==> config.mk <==
export PLATFORM = sky130hd
export DESIGN_NAME = hilo_muldiv_unit
export DESIGN_NICKNAME = d
export VERILOG_FILES = /design/src/rtl/hilo_muldiv_unit.sv
export SDC_FILE = /design/constraint.sdc
export NUM_CORES = 1
export LEC_CHECK = 0
export ABC_CLOCK_PERIOD_IN_PS = 3600
export BUFFER_PORTS_ARGS = -buffer_cell sky130_fd_sc_hd__buf_2
export CAP_MARGIN = 20
export CELL_PAD_IN_SITES_DETAIL_PLACEMENT = 0
export CELL_PAD_IN_SITES_GLOBAL_PLACEMENT = 1
export CORE_ASPECT_RATIO = 0.5
export CORE_MARGIN = 1
export CORE_UTILIZATION = 43
export DETAILED_ROUTE_END_ITERATION = 8
export PLACE_DENSITY_LB_ADDON = 0.1
export SETUP_SLACK_MARGIN = 0.15
export SKIP_CTS_REPAIR_TIMING = 1
export SYNTH_ARGS = -nofsm -noshare
export SYNTH_HDL_FRONTEND = slang
export SYNTH_SLANG_ARGS = --single-unit
==> constraint.sdc <==
create_clock -name clk -period 3.6 [get_ports clk]
set_input_delay 0.72 -clock clk [delete_from_list [all_inputs] [get_ports clk]]
set_output_delay 0.72 -clock clk [all_outputs]
set_load 0.005 [all_outputs]
==> src/rtl/hilo_muldiv_unit.sv <==
// hilo_muldiv_unit: multicycle mult/div unit owning the HI/LO pair; fixed 34-cycle latency.
// Define MULDIV_SIGNED_EN to enable signed mult/div; otherwise mult/div act as multu/divu.
module hilo_muldiv_unit #(
    parameter int WIDTH = 32
) (
    input  logic             clk,
    input  logic             reset,
    input  logic             start,
    input  logic [1:0]       op,
    input  logic [WIDTH-1:0] A,
    input  logic [WIDTH-1:0] B,
    input  logic             mthi,
    input  logic             mtlo,
    input  logic [WIDTH-1:0] wdata,
    output logic             busy,
    output logic             done,
    output logic [WIDTH-1:0] hi,
    output logic [WIDTH-1:0] lo
);
    localparam int CW = $clog2(WIDTH);
    typedef enum logic [1:0] {IDLE, CALC, FIX} state_t;
    state_t             state;
    logic               is_div;
    logic [WIDTH-1:0]   a_r, b_r;
    logic [2*WIDTH-1:0] acc;
    logic [CW-1:0]      cnt;
    logic               in_sa, in_sb, neg_q, neg_r;
    logic [WIDTH-1:0]   abs_a, abs_b, quo, rem;
    logic [WIDTH:0]     add_s, sub_d;
    logic [2*WIDTH-1:0] step, prod;

`ifdef MULDIV_SIGNED_EN
    logic s_a, s_b;
    assign in_sa = ~op[0] & A[WIDTH-1];
    assign in_sb = ~op[0] & B[WIDTH-1];
    always_ff @(posedge clk)
        if (reset) {s_a, s_b} <= '0;
        else if (state == IDLE && start) {s_a, s_b} <= {in_sa, in_sb};
    assign neg_q = s_a ^ s_b;
    assign neg_r = s_a;
`else
    assign in_sa = 1'b0;
    assign in_sb = 1'b0;
    assign neg_q = 1'b0;
    assign neg_r = 1'b0;
`endif

    assign abs_a = in_sa ? -A : A;
    assign abs_b = in_sb ? -B : B;
    // Multiply: acc = {partial, multiplier}; divide: acc = {remainder, dividend/quotient}
    assign add_s = {1'b0, acc[2*WIDTH-1:WIDTH]} + (acc[0] ? {1'b0, a_r} : '0);
    assign sub_d = acc[2*WIDTH-1:WIDTH-1] - {1'b0, b_r};
    assign step  = is_div ? (sub_d[WIDTH] ? {acc[2*WIDTH-2:0], 1'b0}
                                          : {sub_d[WIDTH-1:0], acc[WIDTH-2:0], 1'b1})
                          : {add_s, acc[WIDTH-1:1]};
    assign prod  = neg_q ? -acc : acc;
    // A zero divisor leaves remainder = |A|, so HI recovers A after sign fix-up; LO is forced
    assign quo   = (b_r == '0) ? '1 : (neg_q ? -acc[WIDTH-1:0] : acc[WIDTH-1:0]);
    assign rem   = neg_r ? -acc[2*WIDTH-1:WIDTH] : acc[2*WIDTH-1:WIDTH];

    always_ff @(posedge clk) begin
        if (reset) begin
            state  <= IDLE;
            busy   <= 1'b0;
            done   <= 1'b0;
            hi     <= '0;
            lo     <= '0;
            cnt    <= '0;
            acc    <= '0;
            a_r    <= '0;
            b_r    <= '0;
            is_div <= 1'b0;
        end else begin
            done <= 1'b0;
            case (state)
                IDLE: begin
                    if (mthi) hi <= wdata;
                    if (mtlo) lo <= wdata;
                    if (start) begin
                        state  <= CALC;
                        busy   <= 1'b1;
                        is_div <= op[1];
                        a_r    <= abs_a;
                        b_r    <= abs_b;
                        acc    <= {{WIDTH{1'b0}}, op[1] ? abs_a : abs_b};
                        cnt    <= CW'(WIDTH - 1);
                    end
                end
                CALC: begin
                    acc <= step;
                    cnt <= cnt - 1'b1;
                    if (cnt == '0) state <= FIX;
                end
                FIX: begin
                    state    <= IDLE;
                    busy     <= 1'b0;
                    done     <= 1'b1;
                    {hi, lo} <= is_div ? {rem, quo} : prod;
                end
                default: state <= IDLE;
            endcase
        end
    end
endmodule

==> metrics, run 1 <==
RePlAce Congestion=0.990; total grt overflow=0; startpoint types=register; die width=243 µm; Syn Area/Cell=7.85 µm²; Switching Fraction=32.8%; crit path time final=3320 ps; CP Launch Point=acc[0]$_SDFFE_PP0P_; Switch Pwr=0.00210 W; Layout Utilization=51.8%; Sequential Power Share=40.3%; WL per Instance=21.3 µm; Overall Power=0.00641 W; Cell Area, Synth=12400 µm²; DRC=0; max_cap viols=0; vias after detailed routing=12.5k; reg2reg path depth=14; setup TNS=0 ps; Clock Tree Root=clkbuf_16; Gate power share=24.1%; Yosys reg bits=202; final hold violation count=0; dpl hpwl=34600 µm; most instantiated library cell after synthesis=nand2_1; area occupied by multi-input gates=7840 µm²; clk sinks=202; initial DRC count=1095; Starting Density=44.3%; final period utilization=92.1%; Slew HR=43.0%; Post-synth ARST share=0%; primary flip-flop cell chosen by synthesis mapping=dfxtp_1; crit path DAT=3770 ps; initial antenna violation count=5; outcome=complete, no violations; r2r setup slk=280 ps; Net count, final=1897; Reg area=4050 µm²; H-tree levels=1; syn_nets=1756; worst path required time=4060 ps; worst r2r src=acc[0]$_SDFFE_PP0P_; row count=43; final setup fails=0; # port buffers=167; Leakage=6.07 nW; Post-Syn Instances=1585; fin. max-slew vios=0; clk buf depth=3; R2R Path End=acc[61]$_SDFFE_PP0P_; P&R area growth vs syn=16.9%; most frequent cells after synthesis=nand2_1, dfxtp_1, a21oi_1; Max FO, Critical Path=4; Pwr Density=440 nW/µm²; drt first pass iters=5; top cell type's share of synthesized area=32.5%; CP peak stage delay=460 ps; I/O pin count=169; highest clock rate=0.301 GHz; Crit-path slowest cell=or4_1; Clock Skew=28.7 ps; full die area=29700 µm²; DR vias/cell=5.89; CTS tree=yes; Core ar.=28100 µm²; Area contributors post-synth=dfxtp_1, nand2_1, mux2i_1; sequential fraction of the synthesis area=32.5%; first-pass GRT wire length=67900 µm; Crit Path Class=register to register; cts bufs inserted=21; ordered list of cells on the worst path=and2_1 > ha_2 > inv_1 > fa_1 > and2b_2 > o2111ai_4 > a31oi_4 > a31o_4 > a31oi_4 > o21ai_2 > a31oi_1 > or4_1 > and3_1 > a31oi_1; largest net degree at the start of global routing=104; unique cell type count in the Yosys netlist=76; peak supply drop=289 µV; Worst Hold Depth=3; cell internal pwr=0.00431 W; Worst Hold Class=input pin to register; yosys warns=0; number of cells on the critical path=14; Routed Wire Length=45200 µm; Post-DRT Antenna Nets=0; share of layout cells above drive strength 1=16.8%; WP buf/inv=1; vias in the first global route=11.1k; Worst setup endpoint=acc[61]$_SDFFE_PP0P_; Clock Latency Late Sink=540 ps; worst-margin pin slew=854 ps; total track usage=29.8%; Clk network pwr share=35.6%; RSZ-0062 raised after global routing=yes; leading area contributor after synthesis=dfxtp_1; CP delay by family, top=compound AO/OA/AOI/OAI gates; Worst-path clk slew=70 ps; fillers=2782; Post-synth EDFFs=0; CP Capture Type=register; die height=122 µm
## placed cells by master, fill, tap and decap left out, drive strengths merged, types with 4 or more instances in the layout
master / count
nor4: 10
a21o: 20
o221ai: 36
a211oi: 75
diode: 5
inv: 52
a221oi: 4
xnor2: 32
o21a: 9
nand4: 13
a21boi: 4
a31o: 4
o211ai: 6
and2: 37
a22oi: 14
mux2i: 83
and3: 10
o21ai: 74
nor2: 114
dfxtp: 202
a21oi: 151
nand2: 291
nand2b: 7
o21bai: 6
ha: 66
xor2: 19
nor2b: 16
or3: 4
buf: 225
nor3: 21
a311oi: 37
nand3: 9
clkinv: 6
a31oi: 11
clkbuf: 27
## through the flow
step / cells / area, µm² / hold WS, ps / setup WS, ps
detailed placement: 2082 / 13800 / 443 / 258
finish: 2127 / 14600 / 436 / 283
floorplan: 1585 / 12400 / 432 / 460
global route: 2127 / 14600 / 437 / 147
global placement: 2082 / 13800 / 441 / 282
CTS: 2119 / 14500 / 421 / 222
## worst min path at each step
stage / startpoint / endpoint
after floorplan: a_r[0]$_SDFFE_PP0P_ / a_r[0]$_SDFFE_PP0P_
after global placement: a_r[31]$_SDFFE_PP0P_ / a_r[31]$_SDFFE_PP0P_
after detailed placement: a_r[31]$_SDFFE_PP0P_ / a_r[31]$_SDFFE_PP0P_
after CTS: A[15] / a_r[15]$_SDFFE_PP0P_
after global routing: B[29] / b_r[29]$_SDFFE_PP0P_
final: A[15] / a_r[15]$_SDFFE_PP0P_
## per-layer routing
| metal | share of wire [%] | vias up | GRT usage [%] |
|---|---|---|---|
| li1 | - | 5985 | - |
| met1 | 53 | 6018 | 50.0 |
| met2 | 37 | 478 | 38.5 |
| met3 | 8.6 | 45 | 4.35 |
| met4 | 1.4 | 0 | 5.11 |
| met5 | 0 | - | 0 |
## sequential cells by signal, indices dropped and copies added, names as in the netlist
register and count:
a_r 32, state 2, done 1, lo 32, busy 1, b_r 32
hi 32, acc 64, cnt 5, is_div 1
## area by class of cell
type                            instances  share of cell area [%]
Timing Repair Buffer                  225                    8.93
Clock inverter                         10                   0.834
Antenna cell                            5                  0.0860
Inverter                               51                    1.32
Sequential cell                       202                    27.8
Multi-Input combinational cell       1225                    53.8
Clock buffer                           27                    3.90
Tap cell                              382                    3.28
## tightest hold or removal path, stage by stage
cell and delay, ps:
buf_2 110, nand2_1 50, a21oi_1 50
## cell families after synthesis
kind of cell	count (synthesis)	synth area share, %
XOR/XNOR	51	3.59
adder cells (fa/ha/maj)	68	6.96
buffers and inverters	158	5.02
AO/OA/AOI/OAI	474	25.7
multiplexers	86	6.95
flip-flops	202	32.5
AND/OR/NAND/NOR	546	19.3
## power by group through the flow
stage | Combinational, W | Clock [W] | Sequential, W
3_3_place_gp | 0.00150 | 0 | 0.00262
5_1_grt | 0.00169 | 0.00239 | 0.00260
3_5_place_dp | 0.00152 | 0 | 0.00263
2_1_floorplan | 0.00103 | 0 | 0.00257
6_report | 0.00154 | 0.00228 | 0.00258
4_1_cts | 0.00153 | 0.00230 | 0.00258
No activity file was read; power rests on OpenSTA's default activity.
==> run 2: changes to the inputs <==
--- a/config.mk
+++ b/config.mk
@@ -5,6 +5,7 @@
 export SDC_FILE = /design/constraint.sdc
 export NUM_CORES = 1
 export LEC_CHECK = 0
+export ABC_AREA = 1
 export ABC_CLOCK_PERIOD_IN_PS = 3600
 export BUFFER_PORTS_ARGS = -buffer_cell sky130_fd_sc_hd__buf_2
 export CAP_MARGIN = 20
@@ -12,10 +13,9 @@
 export CELL_PAD_IN_SITES_GLOBAL_PLACEMENT = 1
 export CORE_ASPECT_RATIO = 0.5
 export CORE_MARGIN = 1
-export CORE_UTILIZATION = 43
+export CORE_UTILIZATION = 42
 export DETAILED_ROUTE_END_ITERATION = 8
 export PLACE_DENSITY_LB_ADDON = 0.1
-export SETUP_SLACK_MARGIN = 0.15
 export SKIP_CTS_REPAIR_TIMING = 1
 export SYNTH_ARGS = -nofsm -noshare
 export SYNTH_HDL_FRONTEND = slang
==> metrics, run 2 <==
outcome=complete, no violations; setup TNS=0 ps (unchanged); Slew HR=30.1% (-13 points); met2 wire len=20500 µm (+22%); drt first pass iters=5 (unchanged); Layout Utilization=49.2% (-2.6 points); RSZ-0062 raised after global routing=no; Core ar.=32000 µm² (+14%); share of layout cells above drive strength 1=12.8% (-4.0 points); Metal-1 WL=28400 µm (+19%); Worst Hold Depth=3 (unchanged); Post-DRT Antenna Nets=0 (unchanged); DR vias/cell=5.45 (-7.5%); max_cap viols=0 (unchanged); first-pass GRT wire length=82100 µm (+21%); Routed Wire Length=54300 µm (+20%); R2R Path End=acc[37]$_SDFFE_PP0P_; initial antenna violation count=5 (unchanged); WL per Instance=19.6 µm (-8.1%); syn_nets=2377 (+35%); primary flip-flop cell chosen by synthesis mapping=dfxtp_1; total track usage=32.0% (+2.2 points); fin. max-slew vios=0 (unchanged); most frequent cells in the layout=nand2_1, o21ai_0, inv_1, nor2_1; worst r2r src=acc[31]$_SDFFE_PP0P_; Max FO, Critical Path=22 (+18); crit path DAT=3350 ps (-420 ps); most frequent cells after synthesis=nand2_1, o21ai_0, inv_1; final hold violation count=0 (unchanged); Pwr Density=487 nW/µm² (+11%); row count=46 (+7.0%); reg2reg path depth=17 (+3); most instantiated library cell after synthesis=nand2_1; max FFs per register=64 (unchanged); Net count, final=2499 (+32%); Overall Power=0.00768 W (+20%); Worst Hold Class=input pin to register; Post-Syn Instances=2206 (+39%); peak supply drop=285 µV (-1.3%); yosys warns=0 (unchanged); full die area=33600 µm² (+13%); worst-margin pin slew=1050 ps (+192 ps); top sig layer=met5; sequential fraction of the synthesis area=29.3% (-3.2 points); Clock Skew=11.8 ps (-16.9 ps); Starting Density=43.1% (-1.2 points); Placed Instance Area=15100 µm² (+9.2%); worst path required time=4020 ps (-40 ps); Syn Area/Cell=6.26 µm² (-20%); unique cell type count in the Yosys netlist=44 (-42%); RePlAce Congestion=0.953 (-3.7%); Cell Area, Synth=13800 µm² (+11%); Post-synth EDFFs=0 (unchanged); largest net degree at the start of global routing=163 (+57%); most common cell after layout, fill and taps aside=nand2_1; crit path time final=2940 ps (-378 ps); initial DRC count=1504 (+37%); H-tree levels=1 (unchanged); Hold Slack=433 ps (-2.61 ps); die height=130 µm (+6.5%); startpoint types=register; Worst-path clk slew=60 ps (about the same); vias after detailed routing=15.1k (+21%); final setup fails=0 (unchanged); clk sinks=202 (unchanged); Crit Path Class=register to register; Area contributors post-synth=dfxtp_1, nand2_1, o21ai_0; I/O pin count=169 (unchanged); Clock Tree Root=clkbuf_16; die width=258 µm (+6.5%); CP Capture Type=register; top cell type's share of synthesized area=29.3% (-3.2 points); vias in the first global route=13.6k (+23%); r2r setup slk=660 ps (+380 ps); Hold Path Sink=a_r[12]$_SDFFE_PP0P_; register with the most flip-flops=acc; hold_sp=A[12]; P&R area growth vs syn=14.2%; clk buf depth=3 (unchanged); Clock Latency Late Sink=530 ps (about the same); Yosys reg bits=202 (unchanged); Design Area, Final=15800 µm² (+8.3%); DRC=0 (unchanged); total grt overflow=0 (unchanged); cts bufs inserted=21 (unchanged); highest clock rate=0.340 GHz (+13%); # port buffers=167 (unchanged); WL met3=4740 µm (+22%); final period utilization=81.6% (-11 points); leading area contributor after synthesis=dfxtp_1; CTS tree=yes; Post-synth ARST share=0% (unchanged); Leakage=7.77 nW (+28%); dpl hpwl=41600 µm (+20%)
[run 2: worst max path at each step]
stage,start,end,cells past startpoint
after floorplan,acc[0]$_SDFFE_PP0P_,acc[61]$_SDFFE_PP0P_,21
after CTS,acc[31]$_SDFFE_PP0P_,acc[37]$_SDFFE_PP0P_,17
after global placement,acc[31]$_SDFFE_PP0P_,acc[37]$_SDFFE_PP0P_,17
after detailed placement,acc[31]$_SDFFE_PP0P_,acc[37]$_SDFFE_PP0P_,17
after global routing,acc[31]$_SDFFE_PP0P_,acc[37]$_SDFFE_PP0P_,17
final,acc[31]$_SDFFE_PP0P_,acc[37]$_SDFFE_PP0P_,17
[run 2: metrics by stage]
step	instances	worst slack (ps)
global route	2776	458
CTS	2772	668
detailed placement	2736	677
floorplan	2206	987
finish	2778	661
global placement	2736	727
[run 2: cell type report]
cell class / count / area (µm²)
well taps: 432 / 541
inverters: 275 / 1030
repair buffers: 207 / 1170
clock buffers: 31 / 593
fillers: 3477 / 16200
diodes: 5 / 12.5
multi-input cells: 1621 / 8310
flip-flops and latches: 202 / 4050
clock inverters: 5 / 53.8
[run 2: layer usage]
layer | global-route usage, % | vias to the layer above
li1 | - | 7566
met4 | 4.63 | 2
met3 | 5.38 | 37
met2 | 42.9 | 501
met1 | 52.1 | 7033
met5 | 0 | -
[run 2: critical path, cell delays in order (launching register included)]
cell      delay [ps]
dfxtp_1          320
inv_1            130
ha_1             250
fa_1             410
inv_1             80
nand2_1           40
nand2_1          130
nand3_1          100
nand2_2          120
nand2_2           70
nand2_4           80
nand2_2           70
nand2_2           80
nand2_2           60
nand2_4          270
nand2_1          280
o211ai_1         240
nand2_1           60
[run 2: cells by family after synthesis]
family | synth area share, %
xor gates and xnor gates | 0.698
AOI/OAI and AO/OA | 24.4
buffers and inverters | 10.8
DFF | 29.3
and+or+nand+nor | 28.5
adders and majority gates | 6.27
[run 2: where the power goes]
part	switching, W	internal [W]	total (W)
Clock	0.000981	0.00121	0.00219
Combinational	0.00183	0.000883	0.00272
Sequential	0.000254	0.00252	0.00277
Total	0.00307	0.00461	0.00768
==> run 3: changes to the inputs <==
--- a/config.mk
+++ b/config.mk
@@ -5,15 +5,15 @@
 export SDC_FILE = /design/constraint.sdc
 export NUM_CORES = 1
 export LEC_CHECK = 0
-export ABC_AREA = 1
-export ABC_CLOCK_PERIOD_IN_PS = 3600
+export ABC_AREA = 0
+export ABC_CLOCK_PERIOD_IN_PS = 3050
 export BUFFER_PORTS_ARGS = -buffer_cell sky130_fd_sc_hd__buf_2
 export CAP_MARGIN = 20
 export CELL_PAD_IN_SITES_DETAIL_PLACEMENT = 0
 export CELL_PAD_IN_SITES_GLOBAL_PLACEMENT = 1
 export CORE_ASPECT_RATIO = 0.5
 export CORE_MARGIN = 1
-export CORE_UTILIZATION = 42
+export CORE_UTILIZATION = 43
 export DETAILED_ROUTE_END_ITERATION = 8
 export PLACE_DENSITY_LB_ADDON = 0.1
 export SKIP_CTS_REPAIR_TIMING = 1
==> constraint.sdc (replaced) <==
create_clock -name clk -period 3.05 [get_ports clk]
set_input_delay 0.61 -clock clk [delete_from_list [all_inputs] [get_ports clk]]
set_output_delay 0.61 -clock clk [all_outputs]
set_load 0.005 [all_outputs]
==> metrics, run 3 (same netlist as run 1, synthesis figures left out) <==
outcome=complete, no violations; Clock Skew=23.9 ps (+12.2 ps); register with the most flip-flops=acc; die height=122 µm (-6.1%); Overall Power=0.00770 W (+0.23%); Core ar.=28100 µm² (-12%); Final WS setup=44.8 ps (-617 ps); Pwr Density=490 nW/µm² (+0.49%); initial DRC count=1184 (-21%); Crit-path slowest cell=or4_1; max FFs per register=64 (unchanged); startpoint types=register; dpl hpwl=35500 µm (-15%); final period utilization=98.5% (+17 points); vias after detailed routing=12.9k (-15%); Starting Density=44.3% (+1.2 points); share of layout cells above drive strength 1=25.0% (+12 points); initial antenna violation count=1 (-4); clk sinks=202 (unchanged); DRC=0 (unchanged); final setup fails=0 (unchanged); Design Area, Final=15700 µm² (-0.25%); final hold violation count=0 (unchanged); Post-DRT Antenna Nets=0 (unchanged); crit path DAT=3470 ps (+120 ps); Clock Tree Root=clkbuf_16; full die area=29700 µm² (-12%); die width=243 µm (-6.1%); most frequent cells in the layout=nand2_1, dfxtp_1, buf_4, buf_2, a21oi_1; Crit Path Class=register to register; clk buf depth=3 (unchanged); CP peak stage delay=460 ps (+50 ps); Placed Instances=2187 (-20%); crit path time final=3010 ps (+66.6 ps); drt first pass iters=7 (+2); Leakage=6.73 nW (-13%); row count=43 (-6.5%); Final Instance Count excl. Fillers=2242 (-19%); total track usage=30.5% (-1.5 points); worst slack, placed=-98.1 ps (-775 ps); RePlAce Congestion=0.994 (+4.3%); I/O pin count=169 (unchanged); cts bufs inserted=21 (unchanged); worst-margin pin slew=875 ps (-171 ps); Max FO, Critical Path=4 (-82%); RSZ-0062 raised after global routing=yes; most used cell along the critical path=a31oi_4; ordered list of cells on the worst path=and2_4 > ha_4 > inv_2 > fa_2 > and2b_2 > o2111ai_4 > a31oi_4 > a31o_4 > a31oi_4 > o21ai_2 > a31oi_2 > or4_1 > and3_1 > a31oi_1; Worst-path clk slew=70 ps (about the same); fin. max-slew vios=0 (unchanged); largest net degree at the start of global routing=140 (-14%); worst path required time=3510 ps (-510 ps); peak supply drop=494 µV (+73%); max_cap viols=0 (unchanged); Clock Latency Late Sink=530 ps (about the same); vias in the first global route=11.8k (-13%); H-tree levels=1 (unchanged); # port buffers=167 (unchanged); r2r setup slk=40 ps (-620 ps); Net count, final=2016 (-19%); Layout Utilization=56.0% (+6.7 points); total grt overflow=0 (unchanged); CTS tree=yes; most common cell after layout, fill and taps aside=nand2_1; DR vias/cell=5.76 (+5.6%); Routed Wire Length=46500 µm (-14%); fillers=2760 (-21%); CP Capture Type=register; Placed Instance Area=14700 µm² (-2.7%); WL per Instance=20.7 µm (+6.0%); highest clock rate=0.333 GHz (-2.2%); first-pass GRT wire length=69500 µm (-15%); P&R area growth vs syn=26.3%; Slew HR=41.6% (+11 points); Worst Hold Class=input pin to register
-- run 3: changes by cell type in the layout (fill, tap and decap cells not counted), sizes merged, moves of 57 or more --
cell / delta
nand2: -225
inv: -221
o21ai: -208
buf: +137
nand3: -121
nor2: -110
mux2i: +83
a211oi: +73
a21oi: -57
-- run 3: report_power, final --
part           total (W)  switching (W)  leakage, nW  internal, W
Sequential       0.00304       0.000190         1.67      0.00285
Combinational    0.00207        0.00117         4.73     0.000898
Clock            0.00258        0.00114        0.336      0.00144
-- run 3: final cells by class --
type / instances / area [µm²] / area share, %
well taps: 382 / 478 / 3.04
diodes: 1 / 2.50 / 0.0159
multi-input cells: 1225 / 8050 / 51.2
repair buffers: 344 / 2260 / 14.4
clock buffers: 30 / 629 / 4.00
flip-flops and latches: 202 / 4070 / 25.9
inverters: 51 / 191 / 1.22
clock inverters: 7 / 45.0 / 0.287
-- run 3: critical path: cells and delay by family, from the launching register on --
kind                       cells  cell delay (ps)
buffers and inverters          1               40
DFF                            1              350
AOI/OAI and AO/OA              7             1020
adders and majority gates      2              510
and+or+nand+nor                4             1010
-- run 3: metal layers --
metal | GRT usage (%) | share of wire (%) | vias up | wire length (µm)
met3 | 6.39 | 9.3 | 34 | 4300
met4 | 3.93 | 1.0 | 0 | 471
met2 | 40.9 | 38 | 468 | 17900
met5 | 0 | 0 | - | 0
li1 | - | - | 6228 | -
met1 | 49.2 | 51 | 6177 | 23800
-- run 3: final timing paths --
| check | from | end | cells after the start |
|---|---|---|---|
| max reg2reg | acc[0]$_SDFFE_PP0P_ | acc[61]$_SDFFE_PP0P_ | 14 |
| min | A[0] | a_r[0]$_SDFFE_PP0P_ | 3 |
| min reg2reg | lo[2]$_SDFFE_PP0P_ | lo[2]$_SDFFE_PP0P_ | 2 |
| max | acc[0]$_SDFFE_PP0P_ | acc[61]$_SDFFE_PP0P_ | 14 |
-- run 3: metrics by stage --
stage	setup TNS, ps	hold slack, ps
floorplan	0	432
global placement	-113	439
detailed placement	-209	443
CTS	-373	313
global route	-371	327
finish	0	323
